**src/rtl/vector_lane_issue_stage.sv**
```systemverilog
// Per-lane operand issue stage: hazard-checks decoded vector instructions against a
// destination scoreboard, reads the register file and hands captured operands to execution.
module vector_lane_issue_stage #(
   parameter int VREG_BITS           = 64,
   parameter int NUMBER_OF_REGISTERS = 32,
   parameter int OP_BITS             = 6,
   localparam int ADDR_W             = $clog2(NUMBER_OF_REGISTERS)
) (
   input  logic                           clk,
   input  logic                           rst,
   input  logic                           instr_valid,
   output logic                           instr_ready,
   input  logic [OP_BITS-1:0]             instr_op,
   input  logic [ADDR_W-1:0]              instr_src1,
   input  logic [ADDR_W-1:0]              instr_src2,
   input  logic [ADDR_W-1:0]              instr_src3,
   input  logic                           instr_use_src3,
   input  logic                           instr_masked,
   input  logic [ADDR_W-1:0]              instr_dest,
   output logic [ADDR_W-1:0]              rf_addr_1,
   output logic [ADDR_W-1:0]              rf_addr_2,
   output logic [ADDR_W-1:0]              rf_addr_3,
   input  logic [VREG_BITS-1:0]           rf_data_1,
   input  logic [VREG_BITS-1:0]           rf_data_2,
   input  logic [VREG_BITS-1:0]           rf_data_3,
   input  logic [VREG_BITS-1:0]           rf_mask,
   output logic                           ex_valid,
   input  logic                           ex_ready,
   output logic [OP_BITS-1:0]             ex_op,
   output logic [ADDR_W-1:0]              ex_dest,
   output logic [VREG_BITS-1:0]           ex_operand_1,
   output logic [VREG_BITS-1:0]           ex_operand_2,
   output logic [VREG_BITS-1:0]           ex_operand_3,
   output logic [VREG_BITS-1:0]           ex_mask,
   input  logic                           wb_valid,
   input  logic [ADDR_W-1:0]              wb_dest,
   input  logic                           ld_issue_valid,
   input  logic [ADDR_W-1:0]              ld_issue_dest,
   input  logic                           ld_wb_valid,
   input  logic [ADDR_W-1:0]              ld_wb_dest,
   output logic [NUMBER_OF_REGISTERS-1:0] busy,
   output logic [1:0]                     dbg_state   // 0 = IDLE, 1 = READ, 2 = HOLD
);

   // Handshakes: a transfer happens on a rising edge where valid & ready are both high;
   // valid never waits on ready, and ready may depend combinationally on the offered fields.
   typedef enum logic [1:0] {IDLE = 2'd0, READ = 2'd1, HOLD = 2'd2} state_t;

   state_t                         state_q, state_d;
   logic [NUMBER_OF_REGISTERS-1:0] busy_q, busy_d;
   logic [OP_BITS-1:0]             ex_op_q, ex_op_d;
   logic [ADDR_W-1:0]              ex_dest_q, ex_dest_d;
   logic [VREG_BITS-1:0]           opnd_1_q, opnd_1_d, opnd_2_q, opnd_2_d, opnd_3_q, opnd_3_d;
   logic [VREG_BITS-1:0]           mask_q, mask_d;
   logic                           masked_q, masked_d;
   logic                           hazard;
   logic                           accept;

   assign rf_addr_1 = instr_src1;
   assign rf_addr_2 = instr_src2;
   assign rf_addr_3 = instr_src3;

   assign hazard = busy_q[instr_src1] | busy_q[instr_src2]
                 | (instr_use_src3 & busy_q[instr_src3])
                 | (instr_masked & busy_q[0])
                 | busy_q[instr_dest];

   always_comb begin
      state_d     = state_q;
      busy_d      = busy_q;
      ex_op_d     = ex_op_q;
      ex_dest_d   = ex_dest_q;
      opnd_1_d    = opnd_1_q;
      opnd_2_d    = opnd_2_q;
      opnd_3_d    = opnd_3_q;
      mask_d      = mask_q;
      masked_d    = masked_q;
      instr_ready = 1'b0;
      ex_valid    = 1'b0;
      accept      = 1'b0;

      case (state_q)
         IDLE: instr_ready = !hazard;
         READ: begin
            // Register file returns data one cycle after the accept edge sampled the addresses.
            opnd_1_d = rf_data_1;
            opnd_2_d = rf_data_2;
            opnd_3_d = rf_data_3;
            mask_d   = masked_q ? rf_mask : '1;
            state_d  = HOLD;
         end
         HOLD: begin
            ex_valid = 1'b1;
            if (ex_ready) begin
               instr_ready = !hazard;
               state_d     = IDLE;
            end
         end
         default: state_d = IDLE;
      endcase

      accept = instr_valid & instr_ready;
      if (accept) begin
         state_d   = READ;
         ex_op_d   = instr_op;
         ex_dest_d = instr_dest;
         masked_d  = instr_masked;
      end

      // Clears first so that a same-cycle set to the same register wins.
      if (wb_valid)       busy_d[wb_dest]       = 1'b0;
      if (ld_wb_valid)    busy_d[ld_wb_dest]    = 1'b0;
      if (ld_issue_valid) busy_d[ld_issue_dest] = 1'b1;
      if (accept)         busy_d[instr_dest]    = 1'b1;
   end

   always_ff @(posedge clk or posedge rst) begin
      if (rst) begin
         state_q   <= IDLE;
         busy_q    <= '0;
         ex_op_q   <= '0;
         ex_dest_q <= '0;
         opnd_1_q  <= '0;
         opnd_2_q  <= '0;
         opnd_3_q  <= '0;
         mask_q    <= '0;
         masked_q  <= 1'b0;
      end else begin
         state_q   <= state_d;
         busy_q    <= busy_d;
         ex_op_q   <= ex_op_d;
         ex_dest_q <= ex_dest_d;
         opnd_1_q  <= opnd_1_d;
         opnd_2_q  <= opnd_2_d;
         opnd_3_q  <= opnd_3_d;
         mask_q    <= mask_d;
         masked_q  <= masked_d;
      end
   end

   assign busy         = busy_q;
   assign ex_op        = ex_op_q;
   assign ex_dest      = ex_dest_q;
   assign ex_operand_1 = opnd_1_q;
   assign ex_operand_2 = opnd_2_q;
   assign ex_operand_3 = opnd_3_q;
   assign ex_mask      = mask_q;
   assign dbg_state    = state_q;

endmodule
```
**config.mk**
```make
export PLATFORM = sky130hd
export DESIGN_NAME = vector_lane_issue_stage
export DESIGN_NICKNAME = d
export VERILOG_FILES = /design/src/rtl/vector_lane_issue_stage.sv
export SDC_FILE = /design/constraint.sdc
export NUM_CORES = 1
export LEC_CHECK = 0
export CAP_MARGIN = 20
export CORE_AREA = 2 2 243 245
export CTS_CLUSTER_SIZE = 28
export DETAILED_ROUTE_END_ITERATION = 12
export DIE_AREA = 0 0 245 247
export PLACE_DENSITY = 0.58
export SLEW_MARGIN = 30
export SYNTH_ARGS = -nofsm -noshare
export SYNTH_HDL_FRONTEND = slang
export SYNTH_SLANG_ARGS = --single-unit
```
**constraint.sdc**
```tcl
create_clock -name clk -period 11.7 [get_ports clk]
set_clock_uncertainty 0.2 [all_clocks]
set_input_delay 2.34 -clock clk [delete_from_list [all_inputs] [get_ports clk]]
set_output_delay 2.34 -clock clk [all_outputs]
set_load 0.01 [all_outputs]
```
# ---- After elaboration in Yosys (flattened, before gate mapping)
# Cells that the tools add are included.
dict set report word_totals {
  input_bits 306
  elab_cells 71
  reg_bits 302
}
dict set report op_classes {
  n_mux 27
  reduce_logical 7
  bitwise_logic 13
  magnitude_cmp 11
  n_eq_ne 4
}
# cell count
set op_table {}
lappend op_table {{$mux 32} 4}
lappend op_table {{$and 32x32->32} 2}
lappend op_table {{$mux 64} 1}
lappend op_table {{$not 32->32} 2}
lappend op_table {{$or 32x32->32} 2}
lappend op_table {{$lt 5x6->1 const B} 7}
lappend op_table {{$bmux 1 s5} 4}
lappend op_table {{$demux 1 s5} 4}
lappend op_table {{$ge 5x1->1 const B} 4}
lappend op_table {{$mux 1} 10}
lappend op_table {{$pmux 2 s3} 1}
lappend op_table {{$logic_and 1x1->1} 4}
lappend op_table {{$mux 2} 2}
lappend op_table {{$or 1x1->1} 4}
lappend op_table {{$and 1x1->1} 3}
lappend op_table {{$ne 3x3->1 const B} 1}
lappend op_table {{$eq 2x1->1 const B} 1}
lappend op_table {{$eq 2x2->1 const B} 1}
lappend op_table {{$logic_not 2->1} 1}
lappend op_table {{$ne 2x2->1 const B} 1}
lappend op_table {{$pmux 1 s2} 1}
lappend op_table {{$reduce_and 2->1} 1}
lappend op_table {{$logic_not 1->1} 1}

# ---- Depth between registers and ports, before layout
dict set report depth {
  depth_word 13
  ltp_mapped 9
  ltp_nobuf 6
}

# ---- Worst setup path after synthesis
# Ideal clock, no wire load.
dict set report synth_path {
  path_kind {input -> output}
  start {input instr_dest[1]}
  end {output instr_ready}
  required_time_ps 9160
  cell_stages 7
  path_slack_ps 5046
  t_arrival_ps 4114
  path_cell_list {buf_2 > buf_2 > mux2_2 > a221o_1 > a211oi_1 > nand4_1 > nor3_1}
}
dict set report synth_between {
  elab_chain_len 6
}
# element line_no
set synth_rtl {}
lappend synth_rtl {{from (decl)} 19} ;# input logic [ADDR_W-1:0] instr_dest,
lappend synth_rtl {{$bmux 1 s5 (*)} 66} ;# | busy_q[instr_dest];
lappend synth_rtl {{$mux 1 (not written as such) (*)} 66}
lappend synth_rtl {{$or 1x1->1 (*)} 66}
lappend synth_rtl {{$logic_not 1->1 (*)} {83, 95}}
lappend synth_rtl {{$mux 1} 94} ;# if (ex_ready) begin
lappend synth_rtl {{$pmux 1 s2 (*)} 82} ;# case (state_q)
lappend synth_rtl {{to (decl)} 12} ;# output logic instr_ready,
# Every way passes the cells marked *; elsewhere a longest branch is shown, timed or not. The select of a mux whose other input is x is not followed.

# ---- Worst setup path in the final report
# Same ends and word-level chain as after synthesis.

==> flow_summary.toml <==
[status]
run_status = "complete, no violations"

[global_route]
grt_start_max_net_pins = 103
grt_first_pass_wirelength_um = 79000
grt_pass1_vias = 12900
initial_antenna_violation_count = 2
globalRoute.totalOverflow = 0
track_usage_pct = 17.0

[sta]
post-route-period-util_pct = 67.9
post-route-min-period_ns = 7.95
hold_viol_final = 0
timing.final.setup_violations = 0
worst_slew_margin_pct = 36.6
drv_slew = 0
grt_setup_unrepaired = "false"
timing.fmax_mhz = 126
max_slew.worst_pin.slew_ns = 0.950
setup_tns_ns = 0

[clock_network]
cts_setup_buffers = 0
clock_tree_from_tritoncts = "yes"
clock_buffers_created_by_tritoncts = 39
holdBufCountCts = 0
clk_transition_reported_paths_ns = 0.06
clock_path_buffers = 3
cts-htree-levels = 2
clk-insertion-delay-late_ns = 0.54
cts_resized = 0
clockRootBuffer = "sky130_fd_sc_hd__clkbuf_16"
clock_sinks = 302

[synth]
async_reset_ff_share_pct = 100
seq_area_frac_synth_pct = 55.7
syn_inst = 1478
dominantRegCellSynth = "sky130_fd_sc_hd__dfrtp_1"
synthesis.nets = 1784
synth.cell_area_mm2 = 0.0136
synth.avg_cell_area_um2 = 9.18
count_of_flip_flops_with_a_built_in_enable_after_synthesis = 0
synth.yosys.warnings = 0
synth.distinct_cells = 46
synth.ff_latch_count = 302

[critical_path]
critical_path.endpoint_type = "output port"
timing.critical_path.from_type = "input port"
criticalPathCategory = "input port to output port"
max_fo_critical_path = 17
worstPathCellList = "clkdlybuf4s50_1 > mux2_2 > a221o_1 > a211oi_1 > nand4_1 > nor3_1 > clkdlybuf4s50_1"
critical-path-top-cell-by-count = "sky130_fd_sc_hd__clkdlybuf4s50_1"
critPathSlowestCell = "sky130_fd_sc_hd__clkdlybuf4s50_1"
timing.critical_path.arrival_ns = 5.41
critical_path_buffer_and_inverter_count = 2
timing.critical_path.required_ns = 9.16
largest_delay_share_family_worst_path = "buffers and inverters"
critical_path.max_stage_delay_ns = 0.97

[placement]
port_buffers = 623
placedCellCount = 2776
detailedPlacementHpwl_um = 38800
finalWeightedCongestion = 0.849

[pwr]
peakVddDrop_uv = 126
pwr_density_cell_mw_per_mm2 = 246
cellLeakagePower_nw = 9.69

[cells_and_area]
mostFrequentLayoutCell = "sky130_fd_sc_hd__clkdlybuf4s50_1"
fraction_of_layout_cells_with_a_size_suffix_above_1_pct = 6.99
syn_to_final_growth_pct = 59.4
post-route-util_pct = 37.2
final_net_count = 2351
antennaDiodeCount = 0
final_cells = 2847
top_library_cells_by_usage_in_the_layout_fill_and_taps_aside = "sky130_fd_sc_hd__clkdlybuf4s50_1, sky130_fd_sc_hd__nand2_1, sky130_fd_sc_hd__dfrtp_1"
count_of_fill_cells_added_during_filler_insertion = 5864

[detailed_routing]
detail_route.first_pass.iterations = 5
drc = 0
detail-route-antenna-nets = 0
avgRoutedWirePerCell_um = 18.8
drt_iter0_markers = 579
drt-vias-per-instance = 4.52
num_vias = 12900
route.final.wire_length_um = 53600

[min_path]
holdCritPathClass = "register to register"

[floorplan]
core.rowCount = 89
dieArea_mm2 = 0.0605
dieWidth_um = 245
initial_utilization_pct = 23.3
chipHeight_um = 247
coreArea_mm2 = 0.0582
design.portCount = 624

[run]
cap_violations = 0
## power breakdown
group / switching [W] / internal (W) / leakage [nW]
registers: 0.000375 / 0.00154 / 3.55
clock network: 0.000463 / 0.000667 / 0.592
logic: 0.00102 / 0.00125 / 5.55
## synthesized netlist by cell type, types with 2 or more instances
cell type / number / share of area [%]
sky130_fd_sc_hd__nand2_1: 605 / 17
sky130_fd_sc_hd__dfrtp_1: 302 / 56
sky130_fd_sc_hd__nor2_1: 80 / 2.2
sky130_fd_sc_hd__clkbuf_1: 79 / 2.2
sky130_fd_sc_hd__inv_1: 72 / 2.0
sky130_fd_sc_hd__a31oi_1: 64 / 2.9
sky130_fd_sc_hd__a31o_2: 32 / 2.1
sky130_fd_sc_hd__a22oi_1: 27 / 1.5
sky130_fd_sc_hd__mux2i_1: 22 / 1.6
sky130_fd_sc_hd__mux4_2: 22 / 3.7
sky130_fd_sc_hd__a22o_1: 20 / 1.3
sky130_fd_sc_hd__buf_4: 16 / 0.88
sky130_fd_sc_hd__o21ai_0: 15 / 0.55
sky130_fd_sc_hd__nor3b_1: 14 / 0.77
sky130_fd_sc_hd__mux2_2: 12 / 1.0
sky130_fd_sc_hd__nand3_1: 10 / 0.37
sky130_fd_sc_hd__buf_2: 9 / 0.33
sky130_fd_sc_hd__and3_1: 8 / 0.37
sky130_fd_sc_hd__mux2_1: 7 / 0.58
sky130_fd_sc_hd__nor3_1: 6 / 0.22
sky130_fd_sc_hd__nand3b_1: 5 / 0.28
sky130_fd_sc_hd__nor2b_1: 5 / 0.23
sky130_fd_sc_hd__and3b_1: 4 / 0.26
sky130_fd_sc_hd__buf_1: 4 / 0.11
sky130_fd_sc_hd__nand2b_1: 4 / 0.18
sky130_fd_sc_hd__o211ai_1: 4 / 0.22
sky130_fd_sc_hd__nand4_1: 3 / 0.14
sky130_fd_sc_hd__or3_1: 3 / 0.14
sky130_fd_sc_hd__a211oi_1: 2 / 0.11
sky130_fd_sc_hd__a221o_1: 2 / 0.15
sky130_fd_sc_hd__a2bb2oi_1: 2 / 0.13
sky130_fd_sc_hd__and2_1: 2 / 0.092
sky130_fd_sc_hd__nand4b_1: 2 / 0.13
sky130_fd_sc_hd__or2_2: 2 / 0.092
## metal layers
metal / GRT usage, % / vias up / wire, µm
met2: 28.5 / 600 / 26200
met3: 5.39 / 120 / 4740
met4: 6.08 / 2 / 1720
met1: 20.5 / 6192 / 21000
met5: 0 / - / 13
li1: - / 5959 / -
## through the flow
stage / instance area, µm² / power, W / setup slack (ns) / hold WS, ns
2_1_floorplan: 13600 / 0.00274 / 0.814 / 0.314
6_report: 21600 / 0.00531 / 3.75 / 0.270
3_5_place_dp: 20400 / 0.00422 / 3.76 / 0.261
4_1_cts: 21600 / 0.00540 / 3.75 / 0.275
5_1_grt: 21600 / 0.00565 / 3.64 / 0.289
3_3_place_gp: 20400 / 0.00418 / 3.78 / 0.257
## path summary, 6_finish.rpt
check | start | endpoint | slack (ns) | cells after the start
min in group asynchronous | rst | ex_operand_1[8] | 2.08 | 2
max reg2reg | busy[10] | ex_dest[4] | 8.28 | 7
max | instr_dest[1] | instr_ready | 3.75 | 7
min | ex_operand_2[44] | ex_operand_2[44] | 0.27 | 2
min reg2reg | ex_operand_2[44] | ex_operand_2[44] | 0.27 | 2
max in group asynchronous | rst | masked_q | 7.39 | 4
## tightest hold or removal path, cell delays in order, from the launching register on
cell and delay, ns:
sky130_fd_sc_hd__dfrtp_1 0.33, sky130_fd_sc_hd__nand2_1 0.05, sky130_fd_sc_hd__nand2_1 0.05
## cell type report
| cell class | instances | area [µm²] | share of cell area (%) |
|---|---|---|---|
| Sequential cell | 302 | 7560 | 34.9 |
| Tap cell | 773 | 967 | 4.47 |
| Inverter | 72 | 278 | 1.28 |
| Clock inverter | 15 | 125 | 0.578 |
| Clock buffer | 55 | 1080 | 4.98 |
| Timing Repair Buffer | 635 | 6350 | 29.3 |
| Multi-Input combinational cell | 995 | 5280 | 24.4 |
## sequential cells by signal (all words and copies together) (netlist names)
register,flops
ex_op,6
ex_operand_2,64
masked_q,1
ex_mask,64
ex_dest,5
busy,32
dbg_state,2
ex_operand_3,64
ex_operand_1,64
## cell families after synthesis
kind of cell / after synthesis / synth area share (%)
AOI/OAI and AO/OA: 176 / 9.44
muxes: 63 / 6.85
and+or+nand+nor: 756 / 22.5
buffers and inverters: 181 / 5.59
DFF: 302 / 55.7
Power figures use the tool's default switching activity.
